### config.mk
export PLATFORM = sky130hd
export DESIGN_NAME = rr_arb2_hold
export DESIGN_NICKNAME = d
export VERILOG_FILES = /design/src/rtl/rr_arb2_hold.sv
export SDC_FILE = /design/constraint.sdc
export NUM_CORES = 1
export LEC_CHECK = 0
export CAP_MARGIN = 10
export CORE_UTILIZATION = 30
export DETAILED_ROUTE_END_ITERATION = 6
export PLACE_DENSITY = 0.56
export SYNTH_ARGS = -nofsm -noshare
export SYNTH_HDL_FRONTEND = slang
export SYNTH_SLANG_ARGS = --single-unit
### constraint.sdc
create_clock -name clk -period 2.8 [get_ports clk]
set_input_delay 0.56 -clock clk [delete_from_list [all_inputs] [get_ports clk]]
set_output_delay 0.56 -clock clk [all_outputs]
set_load 0.1 [all_outputs]
### src/rtl/rr_arb2_hold.sv
// ---------------------------------------------------------------------------
// rr_arb2_hold
//
// Two-requester round-robin arbiter with a bounded grant hold.
//
// The current owner keeps the grant for as long as it requests it. If the other
// side is also requesting, the owner loses the grant after MAX_HOLD consecutive
// cycles. Every change of owner goes through at least one idle cycle
// (gnt == 2'b00). Because of this, gnt is one-hot or zero on every cycle.
// All outputs come straight from flops.
//
// Parameters:
//   MAX_HOLD  maximum consecutive grant cycles under contention (1..255)
//   CW        hold-counter width, derived from MAX_HOLD; do not override
//
// Ports:
//   clk      clock, all logic on the rising edge
//   rst_n    synchronous active-low reset
//   req      level-sensitive requests, bit 0 = requester 0, bit 1 = requester 1
//   gnt      one-hot grant, or 2'b00 when nobody owns the resource
//   gnt_id   index of the current owner; holds its last value while gnt == 0
//   busy     high whenever any grant is active
//   preempt  one-cycle pulse in the idle cycle that follows a forced removal
// ---------------------------------------------------------------------------
module rr_arb2_hold #(
    parameter int MAX_HOLD = 8,
    parameter int CW       = $clog2(MAX_HOLD + 1)
) (
    input  logic       clk,
    input  logic       rst_n,
    input  logic [1:0] req,
    output logic [1:0] gnt,
    output logic       gnt_id,
    output logic       busy,
    output logic       preempt
);

    typedef enum logic [1:0] {
        IDLE = 2'd0,
        OWN0 = 2'd1,
        OWN1 = 2'd2
    } state_e;

    localparam logic [CW-1:0] MaxHoldC = CW'(MAX_HOLD);
    localparam logic [CW-1:0] OneC     = CW'(1);

    state_e        state_q, state_d;
    logic          last_q, last_d;
    logic [CW-1:0] hold_cnt_q, hold_cnt_d;
    logic [1:0]    gnt_q, gnt_d;
    logic          gnt_id_q, gnt_id_d;
    logic          busy_q, busy_d;
    logic          preempt_q, preempt_d;
    logic          owner;
    logic          winner;

    // Register process: the FSM state, the round-robin memory, the hold
    // counter and the registered outputs all reset together. A reset that
    // arrives mid-grant therefore leaves no partial state behind.
    always_ff @(posedge clk) begin
        if (!rst_n) begin
            state_q    <= IDLE;
            last_q     <= 1'b1;
            hold_cnt_q <= '0;
            gnt_q      <= 2'b00;
            gnt_id_q   <= 1'b0;
            busy_q     <= 1'b0;
            preempt_q  <= 1'b0;
        end else begin
            state_q    <= state_d;
            last_q     <= last_d;
            hold_cnt_q <= hold_cnt_d;
            gnt_q      <= gnt_d;
            gnt_id_q   <= gnt_id_d;
            busy_q     <= busy_d;
            preempt_q  <= preempt_d;
        end
    end

    // Next-state process. On a tie, the requester that was not served last
    // wins. An owner is checked for release first, then for pre-emption.
    // As a result, an owner that drops its request at the limit is released
    // normally and no preempt pulse is produced. There is no OWN0 <-> OWN1
    // arc, so every handover passes through IDLE.
    always_comb begin
        state_d    = state_q;
        last_d     = last_q;
        hold_cnt_d = hold_cnt_q;
        preempt_d  = 1'b0;
        winner     = 1'b0;
        owner      = (state_q == OWN1);

        case (state_q)
            IDLE: begin
                if (req != 2'b00) begin
                    winner     = (req == 2'b11) ? ~last_q : req[1];
                    state_d    = winner ? OWN1 : OWN0;
                    hold_cnt_d = OneC;
                end
            end
            OWN0, OWN1: begin
                if (!req[owner]) begin
                    state_d = IDLE;
                    last_d  = owner;
                end else if ((hold_cnt_q == MaxHoldC) && req[~owner]) begin
                    state_d   = IDLE;
                    last_d    = owner;
                    preempt_d = 1'b1;
                end else if (hold_cnt_q != MaxHoldC) begin
                    hold_cnt_d = hold_cnt_q + OneC;
                end
            end
            default: begin
                state_d = IDLE;
            end
        endcase
    end

    // Output process: decodes the next state into the next register values.
    // The outputs then change on the same edge as the state. gnt_id is left
    // untouched while idle, so it keeps showing the most recent owner.
    always_comb begin
        gnt_d    = 2'b00;
        gnt_id_d = gnt_id_q;

        case (state_d)
            OWN0: begin
                gnt_d    = 2'b01;
                gnt_id_d = 1'b0;
            end
            OWN1: begin
                gnt_d    = 2'b10;
                gnt_id_d = 1'b1;
            end
            default: begin
                gnt_d    = 2'b00;
            end
        endcase

        busy_d = |gnt_d;
    end

    assign gnt     = gnt_q;
    assign gnt_id  = gnt_id_q;
    assign busy    = busy_q;
    assign preempt = preempt_q;

endmodule
==> impl_metrics.csv, run 1 <==
group,metric,value,unit
worst_setup_path,r2r-start,"state_q[0]$_SDFF_PN0_",
clock_network,post_cts_resize_count,0,
placement,gpl.final_weighted_congestion,0.808,
layout,fillers,229,
worst_setup_path,critical_path_arrival,2.50,ns
detailed_routing,drt_pass1_iterations,3,
worst_setup_path,worstPathMaxFanout,9,
floorplanning,floorplan.initialDensity,31.7,%
worst_setup_path,critPathLaunchType,"primary input",
layout,share_of_post_route_cells_with_drive_strength_above_1,17.6,%
floorplanning,die_area,2510,µm²
clock_network,cts_tree,"yes",
clock_network,hold_buffers,0,
floorplanning,die_w,50.1,µm
global_routing,via_count_of_the_first_global_routing_pass,513,
detailed_routing,totalWireLength,1.24,mm
detailed_routing,avg_wl_per_cell,10.9,µm
timing,report.final.setup_viol,0,
power_and_ir_drop,power-per-cell-area,618,nW/µm²
power_and_ir_drop,power.share.combinational,33.7,%
yosys,ys_types,33,
layout,flow.area_growth_from_synthesis,17.8,%
power_and_ir_drop,power.sequential.fraction,39.2,%
yosys,ys_warn_count,0,
layout,num_antenna_cells,0,
floorplanning,num_io_pins,9,
worst_setup_path,setup.worst_path.end_class,"register",
power_and_ir_drop,power.leakage,0.344,nW
power_and_ir_drop,p_switching,0.000183,W
floorplanning,floorplan.rows,17,
timing,post-route-period-util,83.3,%
clock_network,cts_buffers,3,
power_and_ir_drop,intPower,0.000323,W
job,maxCapViolCount,0,
detailed_routing,drc_errors,0,
timing,achievable-frequency,0.429,GHz
timing,final-hold-violation-count,0,
worst_setup_path,worst-endpoint-required,2.97,ns
timing,grt_setup_unrepaired,"false",
yosys,post_synth.cell_area_avg,9.26,µm²
hold_path,worst_hold_path.num_cells,1,
yosys,syn_inst_count,75,
power_and_ir_drop,total_power,0.000506,W
hold_path,timing.hold.worst.class,"register to register",
timing,final_max_slew_viol_count,0,
yosys,syn_nets,86,
yosys,synth.yosys.seq_area_share,34.6,%
yosys,mappedNetlistArea,694,µm²
detailed_routing,dr_total_vias,543,
clock_network,clk_pin_slew,0.08,ns
global_routing,grt_first_pass_wirelength,2.18,mm
timing,timing.max_slew.rel_slack,71.8,%
timing,final.setup.tns,0,ns
floorplanning,core_area,2190,µm²
power_and_ir_drop,sw_frac_of_total,36.1,%
hold_path,timing.hold.worst_endpoint,"hold_cnt_q[2]$_SDFFE_PN0P_",
placement,dp_hpwl,916,µm
timing,hold_slack,0.501,ns
clock_network,clk_root_buffer_cell,"clkbuf_4",
worst_setup_path,worstRegToRegCells,8,
hold_path,hold_start,"hold_cnt_q[2]$_SDFFE_PN0P_",
worst_setup_path,r2r_setup_slack,0.67,ns
global_routing,pin_count_of_the_biggest_net_entering_global_routing,15,
global_routing,antenna_found_initial,0,
worst_setup_path,critPathKind,"primary input to register",
clock_network,numClockSinks,12,
placement,placement.io_buffers,8,
floorplanning,die_height,50.1,µm
detailed_routing,avgViaCountPerCell,4.81,
timing,worstMarginPinSlew,0.421,ns
detailed_routing,ant_nets,0,
clock_network,cts_max_level,1,
clock_network,insertion_delay,0.27,ns
yosys,postSynthRegisterBits,12,
worst_setup_path,regToRegEndpoint,"gnt_id$_SDFFE_PN0P_",
status,run_status,"finished, final reports clean",
clock_network,clockBufferDepth,2,
layout,finish.net_count,97,
detailed_routing,detailedRoute.firstIterationViolations,3,
global_routing,gr-usage-all-layers,11.7,%
timing,timing.clock.skew,0.00217,ns
power_and_ir_drop,ir_drop,0.334,mV
global_routing,grt_overflow,0,
power_and_ir_drop,p_clk_share,27.2,%
clock_network,cts_setup_buffers,0,
timing,min_period,2.33,ns
critical path, stage by stage:
cell             delay, ns
clkdlybuf4s50_1       0.56
and2_2                0.28
a2111oi_4             0.41
a2bb2oi_2             0.13
ha_1                  0.32
mux2i_1               0.18
nor2b_1               0.06
power by group through the flow:
stage          clock network, W  registers, W  logic (W)
2_1_floorplan                 0      0.000253  0.0000854
3_5_place_dp                  0      0.000202   0.000173
6_report               0.000137      0.000198   0.000170
3_3_place_gp                  0      0.000203   0.000169
5_1_grt                0.000153      0.000200   0.000186
4_1_cts                0.000143      0.000198   0.000173
final cells by class:
| cell class | instances | area, µm² | area share [%] |
|---|---|---|---|
| flip-flops and latches | 12 | 240 | 29.4 |
| inverters | 8 | 30.0 | 3.67 |
| clock buffers | 4 | 36.3 | 4.43 |
| multi-input cells | 53 | 409 | 50.0 |
| well taps | 28 | 35.0 | 4.28 |
| repair buffers | 8 | 67.6 | 8.26 |
cell usage in the layout (no fill, tap or decap), types with 2 or more instances in the layout:
master           count
clkdlybuf4s50_1      3
buf_4                5
and2_1               2
nor2b_1              4
clkbuf_4             3
nand3_1              5
and3_1               2
o211ai_1             2
a21oi_1              2
nor2_1               2
dfxtp_1             12
nand2_1              7
inv_1                8
ha_1                 7
logic make-up (layout without fill, tap and decap cells):
group / after synthesis / in the layout / synth area share (%)
compound gates: 14 / 14 / 18.6
buf+inv: 10 / 20 / 6.49
fa+ha+maj: 7 / 7 / 12.6
simple gates: 30 / 30 / 24.3
mux: 2 / 2 / 3.42
flops: 12 / 12 / 34.6
cells in the mapped netlist:
library cell,n,area share [%]
and3_1,2,1.8
o22ai_1,1,0.90
o221ai_1,1,1.3
nand3_1,5,3.6
nand4_1,1,0.90
nor2b_1,4,3.6
o21bai_1,1,1.1
nand2b_1,1,0.90
inv_1,8,4.3
mux2i_1,1,1.4
nor3_2,1,1.4
or2b_1,1,1.1
a2bb2oi_1,1,1.3
nor2_1,2,1.1
buf_6,1,1.6
ha_1,7,13
nor3_1,1,0.72
o21ai_0,1,0.72
and2_1,2,1.8
nand2_1,7,3.8
mux2i_2,1,2.0
or3b_1,1,1.3
a21oi_1,2,1.4
clkbuf_1,1,0.54
and2_2,1,1.1
dfxtp_1,12,35
a21oi_2,1,1.3
o211ai_1,2,2.2
a2111oi_4,1,4.0
a211oi_1,1,1.1
a2bb2oi_2,1,2.2
o2bb2ai_1,1,1.3
and3b_1,1,1.3
stage by stage:
step	setup WS [ns]	cells	cell area [µm²]	util, %
floorplan	0.778	75	694	-
global placement	0.257	109	782	35.7
detailed placement	0.189	109	782	35.7
CTS	0.477	113	818	37.4
global route	0.357	113	818	37.4
finish	0.469	113	818	37.4
flip-flops by register name (all words and copies together) (netlist names):
register,flops
last_q,1
preempt,1
gnt,2
busy,1
hold_cnt_q,4
state_q,2
gnt_id,1
worst max path at each step:
stage          startpoint                  end  depth (start not counted)
2_1_floorplan      req[1]  gnt_id$_SDFFE_PN0P_                          7
3_3_place_gp       req[1]  gnt_id$_SDFFE_PN0P_                          7
3_5_place_dp       req[1]  gnt_id$_SDFFE_PN0P_                          7
4_1_cts            req[1]  gnt_id$_SDFFE_PN0P_                          7
5_1_grt            req[1]  gnt_id$_SDFFE_PN0P_                          7
6_report           req[1]  gnt_id$_SDFFE_PN0P_                          7
routing by layer:
metal | wire [µm] | part of all wire [%] | vias up | track usage (%)
li1 | - | - | 282 | -
met1 | 600 | 49 | 250 | 13.7
met2 | 569 | 46 | 9 | 18.9
met3 | 54 | 4.4 | 2 | 5.56
met4 | 10 | 0.81 | 0 | 2.86
met5 | 0 | 0 | - | 0
(Power assumes the default switching activity.)
==> run 2: changes to the inputs <==
==> constraint.sdc (replaced) <==
create_clock -name clk -period 2.2 [get_ports clk]
set_input_delay 0.44 -clock clk [delete_from_list [all_inputs] [get_ports clk]]
set_output_delay 0.44 -clock clk [all_outputs]
set_load 0.1 [all_outputs]
==> run 2 against run 1 <==
  * Via count grew 7.9%
  * Combinational power up 45%
  * Core utilization rose by 3.4 points
  * Critical endpoint unchanged
  * Non-clock buffer count grew 8
  * Wire length increased by 0.24%
==> impl_metrics.csv, run 2 (synthesis results as in run 1) <==
group,metric,value,unit
floorplanning,die_w,50.1,µm
detailed_routing,avg_wl_per_cell,10.2,µm
placement,dp_hpwl,974,µm
detailed_routing,totalWireLength,1.24,mm
detailed_routing,avgViaCountPerCell,4.84,
worst_setup_path,max_stage_delay,0.46,ns
layout,registers.top_by_ff_count,"hold_cnt_q",
floorplanning,floorplan.rows,17,
floorplanning,die_area,2510,µm²
job,maxCapViolCount,0,
detailed_routing,ant_nets,0,
floorplanning,die_height,50.1,µm
layout,finish.net_count,105,
detailed_routing,drt_pass1_iterations,4,
layout,layout.cells.most_common,"buf_4",
placement,gpl.final_weighted_congestion,0.804,
worst_setup_path,cp_cell_sequence,"clkdlybuf4s50_1, and2_2, a2111oi_4, a2bb2oi_2, ha_1, mux2i_1, nor2b_1",
worst_setup_path,critical_path_arrival,2.25,ns
worst_setup_path,critical_path.slowest_cell,"clkdlybuf4s50_1",
layout,finish.utilization,40.8,%
status,run_status,"finished, final reports clean",
clock_network,cts_tree,"yes",
worst_setup_path,critPathLaunchType,"primary input",
placement,placedCellCount,117,
clock_network,insertion_delay,0.27,ns
global_routing,grt_overflow,0,
global_routing,grt_first_pass_wirelength,2.26,mm
clock_network,clk_root_buffer_cell,"clkbuf_4",
floorplanning,num_io_pins,9,
power_and_ir_drop,ir_drop,0.466,mV
layout,largest_register_ffs,4,
layout,flow.area_growth_from_synthesis,28.6,%
timing,worstMarginPinSlew,0.418,ns
global_routing,pin_count_of_the_biggest_net_entering_global_routing,15,
clock_network,cts_setup_buffers,0,
power_and_ir_drop,power.leakage,0.383,nW
clock_network,cts_max_level,1,
worst_setup_path,setup.worst_path.end_class,"register",
clock_network,clk_pin_slew,0.08,ns
timing,timing.clock.skew,0.00308,ns
clock_network,post_cts_resize_count,0,
timing,post-route-period-util,94.6,%
global_routing,gr-usage-all-layers,12.0,%
clock_network,hold_buffers,0,
floorplanning,floorplan.initialDensity,31.7,%
layout,mostFrequentLayoutCells,"13 x buf_4, 10 x dfxtp_1, 8 x inv_1, 7 x nand2_1, 6 x ha_1",
detailed_routing,drc_errors,0,
clock_network,cts_buffers,3,
timing,achievable-frequency,0.480,GHz
layout,layout.cell_area.non_filler,893,µm²
timing,grt_setup_unrepaired,"false",
power_and_ir_drop,total_power,0.000675,W
timing,min_period,2.08,ns
timing,timing.max_slew.rel_slack,72.1,%
clock_network,clockBufferDepth,2,
layout,num_antenna_cells,0,
timing,final-hold-violation-count,0,
timing,report.final.setup_viol,0,
worst_setup_path,worstPathMaxFanout,4,
global_routing,antenna_found_initial,0,
placement,cell_area_after_placement,842,µm²
detailed_routing,detailedRoute.firstIterationViolations,11,
detailed_routing,dr_total_vias,586,
layout,final_cells,121,
worst_setup_path,critPathKind,"primary input to register",
placement,placement.io_buffers,8,
floorplanning,core_area,2190,µm²
worst_setup_path,worst-endpoint-required,2.37,ns
layout,share_of_post_route_cells_with_drive_strength_above_1,28.0,%
clock_network,numClockSinks,12,
power_and_ir_drop,power-per-cell-area,755,nW/µm²
hold_path,timing.hold.worst.class,"register to register",
timing,final_max_slew_viol_count,0,
global_routing,via_count_of_the_first_global_routing_pass,583,
-- run 2: cell count changes in the layout (fill, tap and decap cells not counted) --
cell / change
buf_4: +8
dfxtp_1: -2
dfxtp_2: +2
ha_1: -1
ha_4: +1
-- run 2: final cells by class --
class	count	area [µm²]
Timing Repair Buffer	16	128
Tap cell	28	35.0
Fill cell	233	1300
Inverter	8	30.0
Sequential cell	12	243
Multi-Input combinational cell	53	422
Clock buffer	4	36.3
-- run 2: per-layer routing --
metal / vias up / routed length [µm] / track usage (%)
li1: 299 / - / -
met1: 272 / 588 / 13.6
met2: 13 / 573 / 19.3
met3: 2 / 65 / 5.86
met4: 0 / 10 / 4.29
met5: - / 0 / 0
-- run 2: critical path: cells and delay by family --
kind | cells | cell delay [ns]
AOI/OAI and AO/OA | 2 | 0.53
buffers and inverters | 1 | 0.46
adders and majority gates | 1 | 0.32
muxes | 1 | 0.19
and+or+nand+nor | 2 | 0.31
-- run 2: metrics by stage --
step | setup TNS (ns) | hold WS, ns | worst slack, ns
after global routing | 0 | 0.546 | 0.0263
after detailed placement | -0.274 | 0.482 | -0.181
after global placement | -0.176 | 0.476 | -0.135
after floorplan | 0 | 0.441 | 0.199
after CTS | 0 | 0.496 | 0.0538
final | 0 | 0.497 | 0.119
-- run 2: worst paths after layout --
check | from | endpoint | slack [ns] | cells after the start
max | req[0] | gnt_id$_SDFFE_PN0P_ | 0.12 | 7
min reg2reg | hold_cnt_q[2]$_SDFFE_PN0P_ | hold_cnt_q[2]$_SDFFE_PN0P_ | 0.50 | 1
max reg2reg | hold_cnt_q[1]$_SDFFE_PN0P_ | gnt_id$_SDFFE_PN0P_ | 0.14 | 8
min | hold_cnt_q[2]$_SDFFE_PN0P_ | hold_cnt_q[2]$_SDFFE_PN0P_ | 0.50 | 1
-- run 2: report_power, final --
group	switching (W)	leakage [nW]	internal, W
clock network	0.0000737	0.0210	0.000101
logic	0.000149	0.264	0.0000978
registers	0.0000154	0.0987	0.000239
==> run 3: changes to the inputs <==
--- a/config.mk
+++ b/config.mk
@@ -8,7 +8,8 @@
 export CAP_MARGIN = 10
 export CORE_UTILIZATION = 30
 export DETAILED_ROUTE_END_ITERATION = 6
-export PLACE_DENSITY = 0.56
+export PLACE_DENSITY_LB_ADDON = 0.12
+export SETUP_SLACK_MARGIN = 0.4
 export SYNTH_ARGS = -nofsm -noshare
 export SYNTH_HDL_FRONTEND = slang
 export SYNTH_SLANG_ARGS = --single-unit
==> run 3 against run 2 <==
  * Clock skew is essentially flat
  * Highest routed layer unchanged
  * Sequential cell count is the same
  * Largest power group is now combinational logic
  * Power grew 7.7%
  * Wire length is 18% higher
==> impl_metrics.csv, run 3 (synthesis results as in run 1) <==
group,metric,value,unit
global_routing,via_count_of_the_first_global_routing_pass,562,
hold_path,timing.hold.worst.class,"register to register",
worst_setup_path,critPathKind,"register to register",
detailed_routing,avg_wl_per_cell,11.5,µm
power_and_ir_drop,power.leakage,0.432,nW
detailed_routing,drc_errors,0,
detailed_routing,drt_pass1_iterations,3,
clock_network,numClockSinks,12,
detailed_routing,dr_total_vias,606,
job,maxCapViolCount,0,
clock_network,cts_tree,"yes",
worst_setup_path,cp-startpoint,"state_q[0]$_SDFF_PN0_",
floorplanning,core_area,2190,µm²
layout,flow.area_growth_from_synthesis,45.9,%
detailed_routing,detailedRoute.firstIterationViolations,5,
timing,hold_slack,0.504,ns
timing,worstMarginPinSlew,0.433,ns
worst_setup_path,critPathLaunchType,"register",
clock_network,cts_buffers,3,
worst_setup_path,crit_buf_inv,1,
floorplanning,die_area,2510,µm²
global_routing,antenna_found_initial,0,
floorplanning,floorplan.rows,17,
worst_setup_path,setup.worst_path.end_class,"register",
timing,final_max_slew_viol_count,0,
clock_network,insertion_delay,0.27,ns
layout,share_of_post_route_cells_with_drive_strength_above_1,43.0,%
clock_network,clk_root_buffer_cell,"clkbuf_4",
layout,largest_register_ffs,4,
global_routing,gr-usage-all-layers,13.1,%
timing,report.final.setup_viol,0,
clock_network,cts_max_level,1,
detailed_routing,avgViaCountPerCell,4.73,
power_and_ir_drop,ir_drop,0.450,mV
floorplanning,floorplan.initialDensity,31.7,%
worst_setup_path,r2r_setup_slack,0.28,ns
detailed_routing,ant_nets,0,
worst_setup_path,cp.depth,8,
global_routing,grt_first_pass_wirelength,2.39,mm
worst_setup_path,cp_cell_sequence,"inv_4, ha_4, mux2i_4, a2111oi_4, a2bb2oi_2, ha_1, mux2i_1, nor2b_1",
placement,placedCellCount,116,
timing,grt_setup_unrepaired,"true",
layout,mostFrequentLayoutCells,"16 x buf_4, 8 x dfxtp_1, 7 x nand2_1, 5 x nand3_1",
floorplanning,die_w,50.1,µm
status,run_status,"finished, final reports clean",
placement,gpl.final_weighted_congestion,0.745,
layout,layout.cell_area.non_filler,1010,µm²
worst_setup_path,max_stage_delay,0.38,ns
layout,registers.top_by_ff_count,"hold_cnt_q",
timing,final-hold-violation-count,0,
worst_setup_path,regToRegEndpoint,"gnt_id$_SDFFE_PN0P_",
clock_network,hold_buffers,0,
worst_setup_path,critical_path_arrival,2.09,ns
worst_setup_path,critical_path.slowest_cell,"a2111oi_4",
worst_setup_path,worstPathMaxFanout,2,
timing,achievable-frequency,0.521,GHz
floorplanning,num_io_pins,9,
clock_network,clockBufferDepth,2,
power_and_ir_drop,power-per-cell-area,717,nW/µm²
layout,num_antenna_cells,0,
timing,min_period,1.92,ns
global_routing,grt_overflow,0,
layout,finish.net_count,112,
layout,layout.cells.most_common,"buf_4",
timing,timing.clock.skew,0.00305,ns
placement,dp_hpwl,1.01,mm
worst_setup_path,crit_path_end,"gnt_id$_SDFFE_PN0P_",
clock_network,clk_pin_slew,0.07,ns
layout,final_cells,128,
timing,timing.max_slew.rel_slack,71.1,%
worst_setup_path,path_delay_family,"adder cells",
timing,post-route-period-util,87.2,%
worst_setup_path,worstRegToRegCells,8,
placement,cell_area_after_placement,868,µm²
worst_setup_path,worst-endpoint-required,2.37,ns
global_routing,pin_count_of_the_biggest_net_entering_global_routing,15,
detailed_routing,totalWireLength,1.47,mm
layout,fillers,232,
worst_setup_path,r2r-start,"state_q[0]$_SDFF_PN0_",
placement,placement.io_buffers,8,
floorplanning,die_height,50.1,µm
## run 3: cell count changes in the layout (fill, tap and decap cells not counted), sizes merged
cell / change
buf: +7
clkdlybuf4s50: -2
dlygate4sd2: +2
## run 3: worst min path at each step
stage | slack [ns] | depth (start not counted) | end | from
after CTS | 0.50 | 1 | hold_cnt_q[2]$_SDFFE_PN0P_ | hold_cnt_q[2]$_SDFFE_PN0P_
after detailed placement | 0.49 | 1 | hold_cnt_q[2]$_SDFFE_PN0P_ | hold_cnt_q[2]$_SDFFE_PN0P_
after global routing | 0.51 | 1 | hold_cnt_q[2]$_SDFFE_PN0P_ | hold_cnt_q[2]$_SDFFE_PN0P_
final | 0.50 | 1 | hold_cnt_q[2]$_SDFFE_PN0P_ | hold_cnt_q[2]$_SDFFE_PN0P_
after global placement | 0.47 | 1 | hold_cnt_q[2]$_SDFFE_PN0P_ | hold_cnt_q[2]$_SDFFE_PN0P_
after floorplan | 0.44 | 1 | hold_cnt_q[2]$_SDFFE_PN0P_ | hold_cnt_q[2]$_SDFFE_PN0P_
## run 3: worst reg2reg max path: cells and delay by family (launching register included)
| family | cells | cell delay, ns |
|---|---|---|
| and+or+nand+nor | 1 | 0.06 |
| DFF | 1 | 0.36 |
| adders and majority gates | 2 | 0.49 |
| buffers and inverters | 1 | 0.05 |
| muxes | 2 | 0.37 |
| AOI/OAI and AO/OA | 2 | 0.49 |
## run 3: report_power, final
group | switching, W | internal, W | leakage (nW)
Clock | 0.0000755 | 0.000101 | 0.0210
Sequential | 0.0000167 | 0.000240 | 0.0999
Combinational | 0.000166 | 0.000128 | 0.312
## run 3: layout make-up
type	instances	area, µm²	area share [%]
Timing Repair Buffer	23	201	19.9
Clock buffer	4	36.3	3.58
Multi-Input combinational cell	53	460	45.4
Inverter	8	32.5	3.21
Tap cell	28	35.0	3.46
Sequential cell	12	248	24.4
## run 3: through the flow
stage                     setup WS [ns]  TNS [ns]  total power, W  utilization, %
after global placement          -0.0158   -0.0158        0.000517            39.6
after global routing              0.140         0        0.000776            46.3
after detailed placement        -0.0369   -0.0369        0.000517            39.6
final                             0.282         0        0.000727            46.3
after floorplan                   0.331         0        0.000448               -
after CTS                         0.282         0        0.000730            45.6
## run 3: per-layer routing
layer  track usage (%)  wire length (µm)  part of all wire [%]
met1              14.5               653                    44
met2              20.7               726                    49
met3              5.86                64                   4.4
met4              7.14                25                   1.7
met5                 0                 0                     0
## run 3: what timing repair did
| action | in CTS | in global routing |
|---|---|---|
| hold endpoints to repair | 0 | 0 |
| pin swaps | 4 | 0 |
| endpoints found under the setup margin | 4 | 5 |
| resized for setup | 8 | 2 |
| buffers inserted | 7 | 1 |
| cloned | 0 | 0 |
